### src/rtl/rob_pkg.sv
// Shared defaults and the entry record for the reorder buffer.
package rob_pkg;

    localparam int ROB_REGISTER_SIZE    = 32;
    localparam int ROB_REG_ADDRESS_SIZE = 5;
    localparam int ROB_ID_SIZE          = 1;

    typedef struct packed {
        logic                            valid;
        logic                            w;
        logic [ROB_REG_ADDRESS_SIZE-1:0] address;
        logic [ROB_REGISTER_SIZE-1:0]    data;
    } rob_entry_t;

endpackage

### src/rtl/rob_entry.sv
// One reorder-buffer slot: filled by a write, emptied by a commit clear.
module rob_entry
    import rob_pkg::*;
#(
    parameter int REGISTER_SIZE    = ROB_REGISTER_SIZE,
    parameter int REG_ADDRESS_SIZE = ROB_REG_ADDRESS_SIZE
) (
    input  logic                        clk,
    input  logic                        reset,
    input  logic                        i_wr,
    input  logic                        i_w,
    input  logic [REG_ADDRESS_SIZE-1:0] i_address,
    input  logic [REGISTER_SIZE-1:0]    i_data,
    input  logic                        i_clr,
    output logic                        o_valid,
    output logic                        o_w,
    output logic [REG_ADDRESS_SIZE-1:0] o_address,
    output logic [REGISTER_SIZE-1:0]    o_data
);

    logic                        r_valid;
    logic                        r_w;
    logic [REG_ADDRESS_SIZE-1:0] r_address;
    logic [REGISTER_SIZE-1:0]    r_data;

    // A write only ever targets an empty slot and a clear only a full one,
    // so the two never coincide on the same slot.
    always_ff @(posedge clk) begin
        if (reset) begin
            r_valid   <= 1'b0;
            r_w       <= 1'b0;
            r_address <= '0;
            r_data    <= '0;
        end else if (i_wr) begin
            r_valid   <= 1'b1;
            r_w       <= i_w;
            r_address <= i_address;
            r_data    <= i_data;
        end else if (i_clr) begin
            r_valid   <= 1'b0;
        end
    end

    assign o_valid   = r_valid;
    assign o_w       = r_w;
    assign o_address = r_address;
    assign o_data    = r_data;

endmodule

### src/rtl/rob.sv
// Reorder buffer: two out-of-order fill ports, in-order single commit from tail.
module rob
    import rob_pkg::*;
#(
    parameter int REGISTER_SIZE    = ROB_REGISTER_SIZE,
    parameter int REG_ADDRESS_SIZE = ROB_REG_ADDRESS_SIZE,
    parameter int ID_SIZE          = ROB_ID_SIZE
) (
    input  logic                        clk,
    input  logic                        reset,
    input  logic [ID_SIZE-1:0]          port1_id,
    input  logic [REG_ADDRESS_SIZE-1:0] port1_address,
    input  logic [REGISTER_SIZE-1:0]    port1_data,
    input  logic                        port1_w,
    input  logic                        port1_req,
    output logic                        port1_stall,
    input  logic [ID_SIZE-1:0]          port2_id,
    input  logic [REG_ADDRESS_SIZE-1:0] port2_address,
    input  logic [REGISTER_SIZE-1:0]    port2_data,
    input  logic                        port2_w,
    input  logic                        port2_req,
    output logic                        port2_stall,
    output logic [ID_SIZE-1:0]          tail,
    output logic                        commit_valid,
    output logic                        commit_w,
    output logic [REG_ADDRESS_SIZE-1:0] commit_address,
    output logic [REGISTER_SIZE-1:0]    commit_data
);

    localparam int DEPTH = 2 ** ID_SIZE;

    logic [DEPTH-1:0]            w_valid;
    logic [DEPTH-1:0]            w_ent_w;
    logic [REG_ADDRESS_SIZE-1:0] w_ent_address [DEPTH];
    logic [REGISTER_SIZE-1:0]    w_ent_data    [DEPTH];

    logic [DEPTH-1:0]            w_wr;
    logic [DEPTH-1:0]            w_clr;
    logic [DEPTH-1:0]            w_wr_w;
    logic [REG_ADDRESS_SIZE-1:0] w_wr_address  [DEPTH];
    logic [REGISTER_SIZE-1:0]    w_wr_data     [DEPTH];

    logic w_stall1, w_stall2, w_acc1, w_acc2, w_sel1;

    logic [ID_SIZE-1:0]          r_tail;
    logic                        r_commit_valid;
    logic                        r_commit_w;
    logic [REG_ADDRESS_SIZE-1:0] r_commit_address;
    logic [REGISTER_SIZE-1:0]    r_commit_data;

    // Stall looks only at registered valid bits: a slot freed by commit
    // becomes fillable from the following edge.
    always_comb begin
        w_stall1 = port1_req && w_valid[port1_id];
        w_stall2 = port2_req && (w_valid[port2_id] ||
                                 (port1_req && (port1_id == port2_id)));
        w_acc1   = port1_req && !w_stall1;
        w_acc2   = port2_req && !w_stall2;
        w_sel1   = 1'b0;
        for (int unsigned i = 0; i < DEPTH; i++) begin
            w_sel1          = w_acc1 && (port1_id == ID_SIZE'(i));
            w_wr[i]         = w_sel1 || (w_acc2 && (port2_id == ID_SIZE'(i)));
            w_wr_w[i]       = w_sel1 ? port1_w       : port2_w;
            w_wr_address[i] = w_sel1 ? port1_address : port2_address;
            w_wr_data[i]    = w_sel1 ? port1_data    : port2_data;
            w_clr[i]        = w_valid[i] && (r_tail == ID_SIZE'(i));
        end
    end

    for (genvar gi = 0; gi < DEPTH; gi++) begin : g_entry
        rob_entry #(
            .REGISTER_SIZE    (REGISTER_SIZE),
            .REG_ADDRESS_SIZE (REG_ADDRESS_SIZE)
        ) u_entry (
            .clk       (clk),
            .reset     (reset),
            .i_wr      (w_wr[gi]),
            .i_w       (w_wr_w[gi]),
            .i_address (w_wr_address[gi]),
            .i_data    (w_wr_data[gi]),
            .i_clr     (w_clr[gi]),
            .o_valid   (w_valid[gi]),
            .o_w       (w_ent_w[gi]),
            .o_address (w_ent_address[gi]),
            .o_data    (w_ent_data[gi])
        );
    end

    always_ff @(posedge clk) begin
        if (reset) begin
            r_tail           <= '0;
            r_commit_valid   <= 1'b0;
            r_commit_w       <= 1'b0;
            r_commit_address <= '0;
            r_commit_data    <= '0;
        end else begin
            r_commit_valid <= w_valid[r_tail];
            if (w_valid[r_tail]) begin
                r_commit_w       <= w_ent_w[r_tail];
                r_commit_address <= w_ent_address[r_tail];
                r_commit_data    <= w_ent_data[r_tail];
                r_tail           <= r_tail + ID_SIZE'(1);
            end
        end
    end

    assign port1_stall    = w_stall1;
    assign port2_stall    = w_stall2;
    assign tail           = r_tail;
    assign commit_valid   = r_commit_valid;
    assign commit_w       = r_commit_w;
    assign commit_address = r_commit_address;
    assign commit_data    = r_commit_data;

endmodule

### config.mk
export PLATFORM = sky130hd
export DESIGN_NAME = rob
export DESIGN_NICKNAME = d
export VERILOG_FILES = /design/src/rtl/rob_pkg.sv /design/src/rtl/rob_entry.sv /design/src/rtl/rob.sv
export SDC_FILE = /design/constraint.sdc
export NUM_CORES = 1
export LEC_CHECK = 0
export BUFFER_PORTS_ARGS = -buffer_cell sky130_fd_sc_hd__buf_2
export CORE_ASPECT_RATIO = 0.75
export CORE_UTILIZATION = 50
export CTS_CLUSTER_DIAMETER = 30
export CTS_CLUSTER_SIZE = 8
export DETAILED_ROUTE_END_ITERATION = 8
export PLACE_DENSITY = 0.75
export SYNTH_ARGS = -nofsm -noshare
export SYNTH_HDL_FRONTEND = slang
export SYNTH_SLANG_ARGS = --single-unit
### constraint.sdc
create_clock -name clk -period 3.37 [get_ports clk]
set_input_delay 0.5055 -clock clk [delete_from_list [all_inputs] [get_ports clk]]
set_output_delay 0.5055 -clock clk [all_outputs]
set_load 0.02 [all_outputs]
==> out/metrics.cfg <==
[timing]
setup_tns_ns=0
clock.fmax_mhz=412.4
rsz0062_at_grt=false
period_needed_ns=2.425
period_share_pct=71.95
slew_headroom_pct=32.30
hold_ws_ns=0.3971
hold_violations=0
max_slew.worst_pin.slew_ns=1.016
finalMaxSlewViolations=0
setup_viol=0
finClkSkew_ns=0.009699

[cells_and_area]
antennaDiodeCount=0
layout-drive-gt1-share_pct=32.63
synthToLayoutAreaGrowth_pct=22.31
fin_area_mm2=0.006538
nets=682
fillers=835

[route]
drt_first_pass_iters=5
num_vias=4226
totalWireLength_um=13160
viasPerCell=5.642
ant_nets=0
drcViolationCount=0
post_drt_wl_per_cell_um=17.58
drtIter0Drc=290

[setup_path]
crit_path_start=tail$_SDFFE_PP0P_
crit_arrival_ns=1.92
slowest_stage=dfxtp_2
critical_path_class=register to output pin
crit_required_ns=2.86
cp-end-kind=output pin
crit_chain=buf_4 -> buf_2
r2r-start=tail$_SDFFE_PP0P_
slowest_delay_ns=0.74
cp_max_fo=24
startpoint_type=register

[clock_tree]
cts.root.buffer_cell=clkbuf_16
cts_resized=0
cts.path.max_buffers=2
post_cts.repair.setup_buffers=0
hold_buffers=0
cts_tree=done
clock_sinks=118
cts_max_level=4
clk_latency_ns=0.41
clkTransAtPathRegs_ns=0.06
cts_made_buffers=17

[grt]
grt_pass1_vias=4116
antenna_found_initial=0
met1_usage_pct=30.75
use_met3_pct=7.977
grt_first_pass_wirelength_um=20850
gr-usage-met2_pct=40.77
grt_max_degree=78
grt_busiest_layer=met2
track_usage_pct=24.75
gr-total-overflow=0

[placed_design]
dp.final_hpwl_um=7907
dpl_cell_area_mm2=0.005942
portBuffers=123
gp_congestion=0.7505

[power_and_ir_drop]
ir_drop_mv=0.3787
powerDensity_mw_per_mm2=625.3
power_leakage_nw=2.882

[yosys]
ys_seq_area_share_pct=44.19
synth_cells=495
synth-seq-cells=118
synthDistinctLibCells=23
syn-num-nets=577
synth_area_mm2=0.005345
syn_avg_cell_area_um2=10.80
yosysWarnings=0

[status]
status=complete, no violations

[hold_path]
min_from=port1_address[2]
hold_path.class=primary input to register

[die]
die-area_mm2=0.01111
initial_core_util_pct=51.74
fp.dieW_um=121.4
core_area_mm2=0.01033
num_io_pins=124
num_rows=32
die_h_um=91.54

[run]
max_cap_viol_count=0

==> Yosys cell counts <==
cell type | number | area [µm²]
nand2_1 | 3 | 11.26
a211oi_1 | 9 | 67.56
mux2_4 | 1 | 15.01
nor2_1 | 42 | 157.7
o2bb2ai_1 | 38 | 332.8
nand2b_1 | 39 | 244.0
buf_2 | 18 | 90.09
o21ba_2 | 1 | 10.01
a21oi_1 | 2 | 10.01
xnor2_1 | 1 | 8.760
buf_4 | 8 | 60.06
buf_6 | 8 | 90.09
a21boi_0 | 1 | 7.510
clkbuf_1 | 12 | 45.04
dfxtp_1 | 118 | 2362
nor2b_1 | 5 | 31.28
o22ai_1 | 38 | 237.7
nor3_1 | 2 | 10.01
a211oi_2 | 30 | 375.4
inv_1 | 1 | 3.750
o21ai_1 | 1 | 5.000
mux2i_1 | 116 | 1161
a22o_1 | 1 | 8.760
==> state kept, by name (all words and copies together) (netlist names) <==
name                       flops
commit_data                   32
commit_w                       1
commit_valid                   1
g_entry.u_entry.o_valid        2
g_entry.u_entry.o_address     10
commit_address                 5
tail                           1
g_entry.u_entry.o_w            2
g_entry.u_entry.o_data        64
==> per-stage QoR <==
| step | power (mW) | worst slack [ns] | instances | utilization (%) |
|---|---|---|---|---|
| after floorplan | 2.118 | 1.664 | 495 | - |
| after global placement | 2.293 | 1.212 | 717 | 57.52 |
| after detailed placement | 2.317 | 1.179 | 717 | 57.52 |
| after CTS | 4.113 | 0.9135 | 749 | 63.29 |
| after global routing | 4.252 | 0.8775 | 749 | 63.29 |
| final | 4.088 | 0.9451 | 749 | 63.29 |
==> final timing paths <==
| path | to | slack [ns] | depth (start not counted) |
|---|---|---|---|
| setup / recovery | tail | 0.95 | 2 |
| hold / removal | g_entry[1].u_entry.o_address[2]$_SDFFE_PP0P_ | 0.40 | 3 |
| setup reg to reg | commit_data[29]$_SDFFE_PP0P_ | 1.16 | 3 |
| hold reg to reg | g_entry[1].u_entry.o_data[1]$_SDFFE_PP0P_ | 0.46 | 1 |
==> kinds of logic after synthesis <==
logic type / Yosys count / synth area share, %
buffers and inverters: 47 / 5.407
muxes: 117 / 22.00
AOI/OAI and AO/OA: 121 / 19.73
xor gates and xnor gates: 1 / 0.1639
and+or+nand+nor: 91 / 8.497
DFF: 118 / 44.19
==> final cells by class <==
cell class	count	area [µm²]	area share, %
Multi-Input combinational cell	330	2721	41.63
Sequential cell	118	2364	36.15
Timing Repair Buffer	132	683.2	10.45
Clock buffer	23	498.0	7.617
Tap cell	136	170.2	2.603
Clock inverter	9	97.59	1.493
Inverter	1	3.754	0.05742
==> cells in the final DEF, fill, tap and decap left out <==
cell / count
buf_2: 123
dfxtp_1: 117
mux2i_1: 116
nor2_1: 42
nand2b_1: 38
o22ai_1: 38
o2bb2ai_1: 38
a211oi_2: 30
clkbuf_16: 17
a211oi_1: 9
buf_4: 9
clkinv_2: 6
nor2b_1: 5
clkbuf_8: 5
nand2_1: 2
nor3_1: 2
bufinv_16: 2
xnor2_1: 1
a21boi_0: 1
mux2_4: 1
o21ai_4: 1
nand2b_2: 1
o21ba_2: 1
inv_1: 1
a22o_1: 1
a21oi_4: 1
nand2_2: 1
a21oi_1: 1
clkbuf_1: 1
clkinvlp_4: 1
dfxtp_2: 1
==> report_power, final <==
group,switching (mW),internal (mW)
clock,0.615,1.18
combinational,0.401,0.275
sequential,0.0880,1.53
==> per-layer routing <==
layer	part of all wire [%]	wire [µm]	up-vias
li1	-	-	2034
met1	46	6010	2036
met2	47	6230	144
met3	6.2	812	12
met4	0.84	110	0
met5	0	0	-
==> critical path, delay by kind of cell (launching register included) <==
kind	cells	cell delay, ns
buffers and inverters	2	0.75
flip-flops	1	0.74
Power figures use the tool's default switching activity.
